--- src/rtl/dlx_debug_ctrl_if.sv ---
// UART byte-FIFO handshake bundle: the debug controller is the master, the FIFO pair is the slave.
interface dlx_debug_ctrl_if;
  logic [7:0] rx_data;
  logic       rx_empty;
  logic       rd;
  logic [7:0] tx_data;
  logic       tx_full;
  logic       wr;

  modport master (input rx_data, rx_empty, tx_full, output rd, tx_data, wr);
  modport slave  (output rx_data, rx_empty, tx_full, input rd, tx_data, wr);
endinterface

--- src/rtl/dlx_debug_ctrl.sv ---
// Host command sequencer for the DLX core: decodes run/step/pause/dump bytes, gates the core
// enable, and streams a snapshot of the debug vector LSB-first into the UART transmit FIFO.
module dlx_debug_ctrl #(
  parameter int unsigned DEBUG_BYTES = 4,
  parameter logic [7:0]  CMD_RUN     = 8'h63,
  parameter logic [7:0]  CMD_STEP    = 8'h73,
  parameter logic [7:0]  CMD_PAUSE   = 8'h70,
  parameter logic [7:0]  CMD_DUMP    = 8'h72
) (
  input  logic                     clock,
  input  logic                     reset,
  dlx_debug_ctrl_if.master         uart,
  input  logic [DEBUG_BYTES*8-1:0] debug_signal,
  input  logic                     halt,
  output logic                     enable,
  output logic                     busy
);

  localparam int unsigned      IDX_W    = (DEBUG_BYTES > 1) ? $clog2(DEBUG_BYTES) : 1;
  localparam logic [IDX_W-1:0] LAST_IDX = IDX_W'(DEBUG_BYTES - 1);

  localparam logic [2:0] IDLE   = 3'd0;
  localparam logic [2:0] DECODE = 3'd1;
  localparam logic [2:0] RUN    = 3'd2;
  localparam logic [2:0] STEP   = 3'd3;
  localparam logic [2:0] SNAP   = 3'd4;
  localparam logic [2:0] SEND   = 3'd5;

  logic [2:0]               state;
  logic [2:0]               state_next;
  logic [7:0]               cmd;
  logic [DEBUG_BYTES*8-1:0] snapshot;
  logic [IDX_W-1:0]         idx;
  logic                     pop;
  logic                     push;

  // In RUN, halt has priority over a queued pause byte; any other queued byte is left untouched.
  always_comb begin
    state_next = state;
    pop        = 1'b0;
    push       = 1'b0;
    case (state)
      IDLE: begin
        if (!uart.rx_empty) begin
          pop        = 1'b1;
          state_next = DECODE;
        end
      end
      DECODE: begin
        case (cmd)
          CMD_RUN:  state_next = halt ? SNAP : RUN;
          CMD_STEP: state_next = halt ? SNAP : STEP;
          CMD_DUMP: state_next = SNAP;
          default:  state_next = IDLE;
        endcase
      end
      RUN: begin
        if (halt) begin
          state_next = SNAP;
        end else if (!uart.rx_empty && (uart.rx_data == CMD_PAUSE)) begin
          pop        = 1'b1;
          state_next = SNAP;
        end
      end
      STEP: state_next = SNAP;
      SNAP: state_next = SEND;
      SEND: begin
        if (!uart.tx_full) begin
          push = 1'b1;
          if (idx == LAST_IDX) begin
            state_next = IDLE;
          end
        end
      end
      default: state_next = IDLE;
    endcase
  end

  // Snapshot is frozen at SNAP so the frame in flight never sees later core activity.
  always_ff @(posedge clock or negedge reset) begin
    if (!reset) begin
      state    <= IDLE;
      cmd      <= 8'h00;
      snapshot <= '0;
      idx      <= '0;
    end else begin
      state <= state_next;
      if ((state == IDLE) && pop) begin
        cmd <= uart.rx_data;
      end
      if (state == SNAP) begin
        snapshot <= debug_signal;
        idx      <= '0;
      end else if (push) begin
        idx <= idx + IDX_W'(1);
      end
    end
  end

  assign uart.rd      = pop && reset;
  assign uart.wr      = push;
  assign uart.tx_data = snapshot[{idx, 3'b000} +: 8];
  assign enable       = (state == RUN) || (state == STEP);
  assign busy         = (state != IDLE);

endmodule

--- src/flat_wrapper.sv ---
// flat-port wrapper written by rule: the top's interface ports become plain ports
module dlx_debug_ctrl_flat 
#(
  parameter int unsigned DEBUG_BYTES = 4,
  parameter logic [7:0]  CMD_RUN     = 8'h63,
  parameter logic [7:0]  CMD_STEP    = 8'h73,
  parameter logic [7:0]  CMD_PAUSE   = 8'h70,
  parameter logic [7:0]  CMD_DUMP    = 8'h72
)
  (clock, reset, debug_signal, halt, enable, busy, uart_rx_data, uart_rx_empty, uart_tx_full, uart_rd, uart_tx_data, uart_wr);
  dlx_debug_ctrl_if uart_i ();
  input  logic clock;
  input  logic reset;
  input  logic [DEBUG_BYTES*8-1:0] debug_signal;
  input  logic halt;
  output logic enable;
  output logic busy;
  input wire logic [$bits(uart_i.rx_data)-1:0] uart_rx_data;
  input wire logic [$bits(uart_i.rx_empty)-1:0] uart_rx_empty;
  input wire logic [$bits(uart_i.tx_full)-1:0] uart_tx_full;
  output wire logic [$bits(uart_i.rd)-1:0] uart_rd;
  output wire logic [$bits(uart_i.tx_data)-1:0] uart_tx_data;
  output wire logic [$bits(uart_i.wr)-1:0] uart_wr;
  assign uart_i.rx_data = uart_rx_data;
  assign uart_i.rx_empty = uart_rx_empty;
  assign uart_i.tx_full = uart_tx_full;
  assign uart_rd = uart_i.rd;
  assign uart_tx_data = uart_i.tx_data;
  assign uart_wr = uart_i.wr;
  dlx_debug_ctrl #(.DEBUG_BYTES(DEBUG_BYTES), .CMD_RUN(CMD_RUN), .CMD_STEP(CMD_STEP), .CMD_PAUSE(CMD_PAUSE), .CMD_DUMP(CMD_DUMP)) u_core (.clock(clock), .reset(reset), .uart(uart_i), .debug_signal(debug_signal), .halt(halt), .enable(enable), .busy(busy));
endmodule
--- config.mk ---
export PLATFORM = sky130hd
export DESIGN_NAME = dlx_debug_ctrl_flat
export DESIGN_NICKNAME = d
export VERILOG_FILES = /design/src/rtl/dlx_debug_ctrl_if.sv /design/src/rtl/dlx_debug_ctrl.sv /design/src/flat_wrapper.sv
export SDC_FILE = /design/constraint.sdc
export NUM_CORES = 1
export LEC_CHECK = 0
export CAP_MARGIN = 10
export CORE_MARGIN = 1.5
export CORE_UTILIZATION = 35
export CTS_CLUSTER_DIAMETER = 200
export DETAILED_ROUTE_END_ITERATION = 12
export GPL_ROUTABILITY_DRIVEN = 0
export PLACE_DENSITY = 0.67
export SYNTH_ARGS = -nofsm -noshare
export SYNTH_HDL_FRONTEND = slang
export SYNTH_SLANG_ARGS = --single-unit
--- constraint.sdc ---
create_clock -name clock -period 1.6 [get_ports clock]
set_clock_uncertainty 0.15 [all_clocks]
set_input_delay 0.4 -clock clock [delete_from_list [all_inputs] [get_ports clock]]
set_output_delay 0.4 -clock clock [all_outputs]
set_load 0.05 [all_outputs]
# After elaboration in Yosys (flattened, before gate mapping)
# Index checks and enable logic that the tools add are counted.
word_totals:
  elab_cells: 46
  input_bits: 45
  regBits: 45
  out_inout_bits: 12
op_classes:
  mux: 17
  n_eq_ne: 14
  add_sub_neg: 1
  n_reduce_logical: 9
  shifts: 1
ops:
  columns: ["operator", "n"]
  rows:
  - ["$eq 8x7->1 const B", 4]
  - ["$shiftx 32x6->8", 1]
  - ["$mux 3", 7]
  - ["$pmux 3 s6", 1]
  - ["$pmux 3 s3", 1]
  - ["$eq 3x2->1 const B", 2]
  - ["$eq 3x3->1 const B", 2]
  - ["$mux 1", 5]
  - ["$mux 2", 2]
  - ["$ne 2x2->1 const B", 2]
  - ["$reduce_and 4->1", 1]
  - ["$eq 3x1->1 const B", 1]
  - ["$logic_and 1x1->1", 3]
  - ["$logic_not 3->1", 1]
  - ["$ne 3x2->1 const B", 1]
  - ["$reduce_bool 3->1", 1]
  - ["$add 2x1->2 const B", 1]
  - ["$eq 2x2->1 const B", 1]
  - ["$ne 2x1->1 const B", 1]
  - ["$pmux 1 s2", 1]
  - ["$reduce_bool 2->1", 1]
  - ["$logic_not 1->1", 1]
  - ["$logic_or 1x1->1", 1]

# Depth between registers and ports, before layout
# Gate-level depths: netlist (run 1).
logic_depth:
  ltp_word: 6
  depth_mapped: 5
  mapped_depth_nobuf: 5

# Worst setup path after synthesis (run 1)
# No wires, ideal clock.
synth_path:
  kind: "input-to-output"
  from: "input port uart_rx_data[2]"
  to: "output port uart_rd"
  stages: 4
  required_ps: 1050
  arrival_ps: 1396
  setup_slack_ps: -346
  cell_sequence: "nor4bb_1 nand4b_1 o22ai_1 and3_1"
synth_via:
  elab_chain_len: 6
synth_lines:
  columns: ["item", "line", "source"]
  rows:
  - ["start: declaration", "flat_wrapper.sv:18", "input wire logic [$bits(uart_i.rx_data)-1:0] uart_rx_data;"]
  - ["$eq 8x7->1", "dlx_debug_ctrl.sv:60", "end else if (!uart.rx_empty && (uart.rx_data == CMD_PAUSE)) begin"]
  - ["$logic_and 1x1->1", "dlx_debug_ctrl.sv:60", null]
  - ["$mux 1", "dlx_debug_ctrl.sv:60", null]
  - ["$mux 1", "dlx_debug_ctrl.sv:58", "if (halt) begin"]
  - ["$pmux 1 s2", "dlx_debug_ctrl.sv:42", "case (state)"]
  - ["$logic_and 1x1->1", "dlx_debug_ctrl.sv:100", "assign uart.rd = pop && reset;"]
  - ["end: declaration", "flat_wrapper.sv:21", "output wire logic [$bits(uart_i.rd)-1:0] uart_rd;"]
# Every way passes these cells.

# Final worst setup path (run 1)
layout_path:
  from: "register u_core.idx[0]"
  to: "output port uart_tx_data[3]"
layout_via:
  elab_chain_len: 1
layout_lines:
  columns: ["item", "line", "source"]
  rows:
  - ["start: declaration", "dlx_debug_ctrl.sv:33", "logic [IDX_W-1:0] idx;"]
  - ["start signal: assignment", "dlx_debug_ctrl.sv:95", "idx <= idx + IDX_W'(1);"]
  - ["$shiftx 32x6->8", "dlx_debug_ctrl.sv:102", "assign uart.tx_data = snapshot[{idx, 3'b000} +: 8];"]
  - ["end: declaration", "flat_wrapper.sv:22", "output wire logic [$bits(uart_i.tx_data)-1:0] uart_tx_data;"]
# Every way passes these cells.

==> results of run 1 <==
-- through the flow --
step / utilization, % / cells / hold slack (ps)
after floorplan: - / 137 / -45.6
after global placement: 50.8 / 278 / 316
after detailed placement: 50.8 / 278 / 325
after CTS: 61.5 / 305 / 73.2
after global routing: 62.6 / 308 / 103
final: 62.6 / 308 / 51.3
-- cells by family (layout without fill, tap and decap cells) --
family | Yosys count | in the layout | synth area share, %
fa+ha+maj | 1 | 1 | 0.598
mux | 50 | 50 | 31.0
buf+inv | 9 | 107 | 2.81
xor+xnor | 1 | 1 | 0.419
simple gates | 23 | 24 | 8.31
compound gates | 8 | 8 | 2.99
flops | 45 | 45 | 53.8
-- final cells by class --
type,instances,area (um2)
multi-input cells,84,1140
flip-flops and latches,45,1130
fillers,406,2110
clock buffers,7,86.3
well taps,72,90.1
repair buffers,96,1030
clock inverters,1,30.0
inverters,3,20.0
-- layout by cell type, fill, tap and decap left out, types with 3 or more instances in the layout --
cell type	count
clkbuf_8	6
buf_6	20
mux2_4	39
buf_16	3
dlygate4sd2_1	4
mux2i_1	3
buf_2	3
buf_12	7
clkdlybuf4s50_1	33
dfrtp_1	43
mux4_2	8
nor2_4	3
nor2_1	4
buf_4	22
-- power groups by stage --
stage	clock, W	combinational (W)	sequential (W)
after floorplan	0	0.00231	0.00194
after CTS	0.000898	0.00471	0.00203
after global routing	0.000949	0.00497	0.00214
after detailed placement	0	0.00322	0.00203
final	0.000880	0.00472	0.00207
after global placement	0	0.00313	0.00199
-- worst register-to-register path, stage by stage, from the launching register on --
cell     delay, ps
dfrtp_2        420
buf_6          120
or3_4          340
buf_6          140
nor2_4         220
mux2_4         330
-- flip-flops by register name, indices dropped and copies added, names as in the netlist --
signal,cells
u_core.snapshot,32
u_core.idx,2
u_core.state,3
u_core.cmd,8
-- repair_timing --
action                                  CTS  global route
pin swaps                                13            16
buffers inserted                         14             8
gates cloned                              6             0
gates resized for setup                  75            25
endpoints found under the hold margin     0             0
endpoints found under the setup margin   54            56
-- per-layer routing --
metal | vias to the layer above | track usage [%] | share of wire [%]
met2 | 46 | 34.8 | 53
met4 | 0 | 4.31 | 1.3
met3 | 7 | 4.89 | 4.6
met1 | 808 | 23.7 | 41
li1 | 706 | - | -
met5 | - | 0 | 0
-- path summary, 6_finish.rpt --
path,cells after the start,endpoint,from
worst max-delay path,3,uart_tx_data[3],u_core.idx[0]
worst min-delay path,2,u_core.state[1],reset
worst max register to register,5,u_core.cmd[6],u_core.state[1]
worst min register to register,1,u_core.snapshot[1],u_core.snapshot[1]
max in group asynchronous,2,u_core.state[2],reset
min in group clock,2,u_core.cmd[2],uart_rx_data[2]
==> flow_metrics.env, run 1 <==
export IMPL_outcome="finished with violations"
export IMPL_violations="setup timing"
export IMPL_seq_power_share_pct=27.0
export IMPL_drt_wirelength_per_cell_um=18.8
export IMPL_cp_end_kind="output pin"
export IMPL_htreeDepth=2
export IMPL_rsz0062_at_grt="true"
export IMPL_synth_most_common_cell="dfrtp_1"
export IMPL_finalPower_w=0.00767
export IMPL_slowest_delay_ps=530
export IMPL_overflow=0
export IMPL_num_rows=27
export IMPL_cts_buffer_depth=2
export IMPL_crit_family="multiplexers"
export IMPL_cp_num_buf_inv=2
export IMPL_power_density_mw_per_mm2=2170
export IMPL_ioPinCount=57
export IMPL_p_sw_w=0.00275
export IMPL_portBuffers=56
export IMPL_synth_flop_cell="dfrtp_1"
export IMPL_die_y_um=80.3
export IMPL_num_antenna_cells=0
export IMPL_synth_area_mm2=0.00209
export IMPL_antenna_found_initial=0
export IMPL_syn_inst=137
export IMPL_die_area_mm2=0.00645
export IMPL_seq_area_frac_synth_pct=53.8
export IMPL_syn_area_per_cell_um2=15.3
export IMPL_die_w_um=80.3
export IMPL_synth_top_cell_area_share_pct=53.8
export IMPL_placed_area_mm2=0.00287
export IMPL_peakVddDrop_uv=1520
export IMPL_cts_tree="built"
export IMPL_clock_latency_ps=290
export IMPL_path_cells="buf_6 -> mux4_2 -> buf_6"
export IMPL_max_freq_mhz=479
export IMPL_fin_nets=281
export IMPL_min_period_ps=2090
export IMPL_critical_path_max_fanout=5
export IMPL_synth_edf_count=0
export IMPL_swShare_pct=35.9
export IMPL_area_growth_syn_to_layout_pct=68.8
export IMPL_finalInstanceArea_mm2=0.00353
export IMPL_finalWorstSetupSlack_ps=-486
export IMPL_r2r_slack_ps=-240
export IMPL_ys_ff_latch=45
export IMPL_setup_viol=55
export IMPL_place_ws_ps=-769
export IMPL_critPathKind="reg2out"
export IMPL_synth_largest_area_cell="dfrtp_1"
export IMPL_slew_violations=0
export IMPL_cts_root_buf="clkbuf_8"
export IMPL_dpl_hpwl_mm=3.36
export IMPL_dr_total_vias=1567
export IMPL_ant_nets=0
export IMPL_drive_gt1_share_pct=55.1
export IMPL_drc=0
export IMPL_fin_crit_sh_pct=130
export IMPL_power_leakage_nw=1.56
export IMPL_power_frac_clock_pct=11.5
export IMPL_synth_nets=183
export IMPL_synth_warnings=0
export IMPL_cpMostUsedCell="buf_6"
export IMPL_tns_ps=-10310
export IMPL_clk_pin_slew_ps=80
export IMPL_timing_critical_path_arrival_ps=1540
export IMPL_synth_cell_type_count=36
export IMPL_grt_max_degree=46
export IMPL_cap_violations=0
export IMPL_grt_usage_pct=19.5
export IMPL_firstDrtPassIters=4
export IMPL_relSlewSlack_pct=61.2
export IMPL_cp_data_required_time_ps=1050
export IMPL_worst_slew_pin_slew_ps=582
export IMPL_hold_path_class="in2async"
export IMPL_start_kind="flip-flop"
export IMPL_crit_path_top_delay_cell="mux4_2"
export IMPL_core_area_mm2=0.00564
export IMPL_internal_power_w=0.00492
export IMPL_yosys_top_cells_count="dfrtp_1 (45), mux2_2 (37), mux4_2 (8)"
export IMPL_grt_pass1_vias=1809
export IMPL_synth_top_cells_by_area="dfrtp_1 (54%), mux2_2 (20%), mux4_2 (8.6%)"
export IMPL_cts_sinks=45
export IMPL_cts_hold_buffers=0
export IMPL_drtIter0Drc=36
export IMPL_initial_core_util_pct=37.1
export IMPL_vias_per_cell=5.09
export IMPL_ys_async_sr_fraction_pct=100
export IMPL_wl_mm=5.80
export IMPL_grt_first_pass_wirelength_mm=9.35
export IMPL_pwr_share_comb_pct=61.5
export IMPL_numCtsBuffers=5
export IMPL_hold_viol=0
(Power assumes the default switching activity.)
==> run 2: changes to the inputs <==
--- a/config.mk
+++ b/config.mk
@@ -10,8 +10,9 @@
 export CORE_UTILIZATION = 35
 export CTS_CLUSTER_DIAMETER = 200
 export DETAILED_ROUTE_END_ITERATION = 12
+export DONT_BUFFER_PORTS = 1
 export GPL_ROUTABILITY_DRIVEN = 0
-export PLACE_DENSITY = 0.67
+export PLACE_DENSITY = 0.54
 export SYNTH_ARGS = -nofsm -noshare
 export SYNTH_HDL_FRONTEND = slang
 export SYNTH_SLANG_ARGS = --single-unit
==> flow_metrics.env, run 2 (synthesis results as in run 1) <==
export IMPL_outcome="finished with violations"
export IMPL_violations="setup timing"
export IMPL_hold_path_class="in2reg"
export IMPL_worst_slew_pin_slew_ps=289
export IMPL_drive_gt1_share_pct=63.2
export IMPL_htreeDepth=2
export IMPL_reg_largest_list="u_core.snapshot: 32 flops, u_core.cmd: 8 flops, u_core.state: 3 flops"
export IMPL_hold_end="u_core.snapshot[19]"
export IMPL_layout_common_cells="dfrtp_1 (43), mux2_4 (39), buf_4 (13)"
export IMPL_start_kind="flip-flop"
export IMPL_clk_pin_slew_ps=90
export IMPL_cts_sinks=45
export IMPL_grt_pass1_vias=1453
export IMPL_slew_violations=0
export IMPL_num_rows=27
export IMPL_worstHoldStart="debug_signal[19]"
export IMPL_grt_usage_pct=16.8
export IMPL_vias_per_cell=5.32
export IMPL_die_y_um=80.3
export IMPL_wl_mm=5.10
export IMPL_die_w_um=80.3
export IMPL_dr_total_vias=1308
export IMPL_regMostFlops="u_core.snapshot"
export IMPL_min_path_cells=1
export IMPL_dpl_hpwl_mm=2.91
export IMPL_largest_reg_flops=32
export IMPL_r2r_end="u_core.state[0]"
export IMPL_power_leakage_nw=1.26
export IMPL_r2r_worst_path_cells=5
export IMPL_dp_cells=219
export IMPL_grt_first_pass_wirelength_mm=7.84
export IMPL_firstDrtPassIters=4
export IMPL_finalWorstSetupSlack_ps=-496
export IMPL_critPathKind="reg2out"
export IMPL_finalCoreUtilization_pct=52.2
export IMPL_hold_ws_ps=84.8
export IMPL_power_density_mw_per_mm2=2300
export IMPL_clock_latency_ps=300
export IMPL_max_freq_mhz=477
export IMPL_antenna_found_initial=0
export IMPL_drc=0
export IMPL_ioPinCount=57
export IMPL_timing_critical_path_arrival_ps=1550
export IMPL_die_area_mm2=0.00645
export IMPL_initial_core_util_pct=37.1
export IMPL_hold_viol=0
export IMPL_drt_wirelength_per_cell_um=20.7
export IMPL_relSlewSlack_pct=80.8
export IMPL_drtIter0Drc=30
export IMPL_core_area_mm2=0.00564
export IMPL_cts_tree="built"
export IMPL_r2r_start="u_core.state[2]"
export IMPL_layout_commonest_cell="dfrtp_1"
export IMPL_critical_path_max_fanout=8
export IMPL_fin_crit_sh_pct=131
export IMPL_rsz0062_at_grt="true"
export IMPL_layout_cells_non_filler=246
export IMPL_finalPower_w=0.00677
export IMPL_cp_end_kind="output pin"
export IMPL_min_period_ps=2100
export IMPL_peakVddDrop_uv=1140
export IMPL_portBuffers=0
export IMPL_overflow=0
export IMPL_area_growth_syn_to_layout_pct=40.7
export IMPL_cap_violations=0
export IMPL_cts_buffer_depth=2
export IMPL_numCtsBuffers=5
export IMPL_grt_max_degree=47
export IMPL_r2r_slack_ps=-240
export IMPL_cp_data_required_time_ps=1050
export IMPL_num_antenna_cells=0
export IMPL_fin_nets=219
export IMPL_cts_root_buf="clkbuf_8"
export IMPL_setup_viol=55
export IMPL_ant_nets=0
-- run 2: cell count changes in the layout (fill, tap and decap cells not counted), moves of 3 or more --
cell             delta
clkdlybuf4s50_1    -33
buf_2               -3
dlygate4sd2_1       -4
buf_4               -9
buf_6              -11
-- run 2: through the flow --
step / setup slack, ps / instance area (um2) / setup TNS (ps)
after floorplan: -201 / 2110 / -3010
after global placement: -256 / 2320 / -2810
after detailed placement: -288 / 2320 / -3730
after CTS: -511 / 2890 / -11230
after global routing: -537 / 2940 / -14720
final: -496 / 2940 / -12150
-- run 2: worst max-delay path by stage --
stage / endpoint / slack [ps] / startpoint
after floorplan: u_core.cmd[0] / -200 / u_core.state[1]
after global placement: uart_rd / -260 / uart_rx_data[2]
after detailed placement: uart_rd / -290 / uart_rx_data[2]
after CTS: uart_tx_data[2] / -510 / u_core.idx[0]
after global routing: uart_tx_data[3] / -540 / u_core.idx[0]
final: uart_tx_data[2] / -500 / u_core.idx[0]
-- run 2: final cells by class --
class	count	area, um2
Inverter	3	20.0
Multi-Input combinational cell	83	1140
Tap cell	72	90.1
Fill cell	454	2700
Timing Repair Buffer	35	474
Clock inverter	3	25.0
Sequential cell	45	1130
Clock buffer	5	68.8
-- run 2: worst max-delay path, stage by stage, from the launching register on --
cell and delay, ps:
dfrtp_1 410, buf_12 160, mux4_2 670
-- run 2: layer usage --
metal / vias up / share of wire, % / GRT usage (%)
li1: 584 / - / -
met1: 672 / 41 / 20.5
met2: 44 / 52 / 28.3
met3: 8 / 5.9 / 5.00
met4: 0 / 1.2 / 5.69
met5: - / 0 / 0
-- run 2: repair_timing --
| action | CTS | global route |
|---|---|---|
| pin swaps | 9 | 9 |
| buffers inserted | 15 | 2 |
| hold endpoints to repair | 45 | 45 |
| gates resized for setup | 60 | 14 |
| gates cloned | 4 | 0 |
| setup endpoints to repair | 53 | 57 |
-- run 2: report_power, final --
group | switching, W | internal (W)
clock | 0.000416 | 0.000318
combinational | 0.00182 | 0.00214
sequential | 0.000352 | 0.00172
total | 0.00259 | 0.00418
==> run 3: changes to the inputs <==
--- a/config.mk
+++ b/config.mk
@@ -7,12 +7,14 @@
 export LEC_CHECK = 0
 export CAP_MARGIN = 10
 export CORE_MARGIN = 1.5
-export CORE_UTILIZATION = 35
+export CORE_UTILIZATION = 48
 export CTS_CLUSTER_DIAMETER = 200
 export DETAILED_ROUTE_END_ITERATION = 12
 export DONT_BUFFER_PORTS = 1
 export GPL_ROUTABILITY_DRIVEN = 0
-export PLACE_DENSITY = 0.54
+export GPL_TIMING_DRIVEN = 0
+export HOLD_SLACK_MARGIN = 0.05
+export PLACE_DENSITY = 0.68
 export SYNTH_ARGS = -nofsm -noshare
 export SYNTH_HDL_FRONTEND = slang
 export SYNTH_SLANG_ARGS = --single-unit
==> flow_metrics.env, run 3 (synthesis results as in run 1) <==
export IMPL_outcome="finished with violations"
export IMPL_violations="hold timing, setup timing"
export IMPL_cp_data_required_time_ps=1050
export IMPL_power_density_mw_per_mm2=2380
export IMPL_start_kind="flip-flop"
export IMPL_worst_slew_pin_slew_ps=872
export IMPL_wl_mm=4.97
export IMPL_drtIter0Drc=91
export IMPL_fin_crit_sh_pct=132
export IMPL_grt_most_used_layer="met2"
export IMPL_pwr_share_comb_pct=56.3
export IMPL_dpl_hpwl_mm=2.83
export IMPL_portBuffers=0
export IMPL_fillCellCount=285
export IMPL_internal_power_w=0.00422
export IMPL_cp_end_kind="output pin"
export IMPL_vias_per_cell=6.10
export IMPL_drc=0
export IMPL_finalWorstSetupSlack_ps=-505
export IMPL_rsz0062_at_grt="true"
export IMPL_r2r_worst_path_cells=5
export IMPL_num_rows=23
export IMPL_area_growth_syn_to_layout_pct=34.4
export IMPL_timing_critical_path_arrival_ps=1550
export IMPL_finalInstanceArea_mm2=0.00281
export IMPL_layout_commonest_cell="dfrtp_1"
export IMPL_p_sw_w=0.00248
export IMPL_core_area_mm2=0.00409
export IMPL_setup_viol=57
export IMPL_grt_util_met1_pct=28.6
export IMPL_initial_core_util_pct=51.2
export IMPL_cts_root_buf="clkbuf_8"
export IMPL_place_ws_ps=-353
export IMPL_grt_first_pass_wirelength_mm=8.00
export IMPL_cts_sinks=45
export IMPL_groute_layer_met2_usage_pct=33.1
export IMPL_power_leakage_nw=1.22
export IMPL_grt_usage_pct=21.5
export IMPL_die_area_mm2=0.00476
export IMPL_relSlewSlack_pct=41.6
export IMPL_antenna_found_initial=0
export IMPL_die_y_um=69.0
export IMPL_swShare_pct=37.0
export IMPL_hold_path_class="in2async"
export IMPL_largest_reg_flops=32
export IMPL_htreeDepth=2
export IMPL_dr_total_vias=1347
export IMPL_overflow=0
export IMPL_critical_path_max_fanout=4
export IMPL_cts_buffer_depth=2
export IMPL_ioPinCount=57
export IMPL_layout_common_cells="dfrtp_1 (42), mux2_4 (39), buf_6 (14)"
export IMPL_met3_usage_pct=6.29
export IMPL_ant_nets=0
export IMPL_drive_gt1_share_pct=60.8
export IMPL_power_frac_clock_pct=12.7
export IMPL_cap_violations=0
export IMPL_grt_pass1_vias=1486
export IMPL_numCtsBuffers=5
export IMPL_max_freq_mhz=475
export IMPL_hold_ws_ps=-364
export IMPL_slew_violations=0
export IMPL_clock_latency_ps=300
export IMPL_clk_pin_slew_ps=80
export IMPL_cts_tree="built"
export IMPL_grt_max_degree=47
export IMPL_drt_wirelength_per_cell_um=22.5
export IMPL_finalPower_w=0.00670
export IMPL_fin_nets=216
export IMPL_critPathKind="reg2out"
export IMPL_num_antenna_cells=0
export IMPL_placed_area_mm2=0.00217
export IMPL_reg_largest_list="u_core.snapshot: 32 flops, u_core.cmd: 8 flops, u_core.state: 3 flops"
export IMPL_seq_power_share_pct=31.0
export IMPL_peakVddDrop_uv=1690
export IMPL_hold_viol=45
export IMPL_die_w_um=69.0
export IMPL_min_period_ps=2100
export IMPL_firstDrtPassIters=4
export IMPL_regMostFlops="u_core.snapshot"
[run 3: path summary, 6_finish.rpt]
path	from	endpoint	slack, ps
setup / recovery	u_core.idx[0]	uart_tx_data[7]	-500
hold / removal	reset	u_core.state[1]	-360
setup reg to reg	u_core.state[1]	u_core.cmd[1]	-380
hold reg to reg	u_core.snapshot[23]	u_core.snapshot[23]	360
max in group asynchronous	reset	u_core.snapshot[13]	1570
min in group clock	uart_rx_data[4]	u_core.cmd[4]	90
[run 3: worst max-delay path: stages, from the launching register on]
cell	delay, ps
dfrtp_2	430
clkbuf_16	160
mux4_2	660
[run 3: per-layer routing]
layer,up-vias,part of all wire (%)
li1,577,-
met1,709,43
met2,51,49
met3,10,6.5
met4,0,1.7
met5,-,0
[run 3: cell type report]
type | count | area, um2 | area share (%)
Sequential cell | 45 | 1130 | 40.2
Multi-Input combinational cell | 84 | 1120 | 39.9
Timing Repair Buffer | 25 | 283 | 10.1
Buffer | 6 | 85.1 | 3.03
Clock buffer | 6 | 72.6 | 2.58
Tap cell | 50 | 62.6 | 2.23
Clock inverter | 2 | 38.8 | 1.38
Inverter | 3 | 17.5 | 0.623
[run 3: power groups by stage]
| stage | sequential, W | combinational (W) | clock (W) |
|---|---|---|---|
| after global routing | 0.00214 | 0.00396 | 0.000924 |
| after detailed placement | 0.00205 | 0.00258 | 0 |
| after global placement | 0.00200 | 0.00252 | 0 |
| final | 0.00208 | 0.00377 | 0.000851 |
| after floorplan | 0.00194 | 0.00231 | 0 |
| after CTS | 0.00202 | 0.00376 | 0.000872 |
[run 3: what timing repair did]
action,in CTS,in global routing
hold endpoints to repair,45,45
cloned,4,1
setup endpoints to repair,55,57
gates resized for setup,61,20
pin swaps,12,8
buffers inserted,17,10
[run 3: through the flow]
| step | setup TNS [ps] | util (%) | std cells |
|---|---|---|---|
| after floorplan | -3010 | - | 137 |
| after global placement | -10860 | 53.2 | 187 |
| after detailed placement | -11530 | 53.2 | 187 |
| after CTS | -13870 | 67.1 | 216 |
| after global routing | -19620 | 68.8 | 221 |
| final | -17800 | 68.8 | 221 |
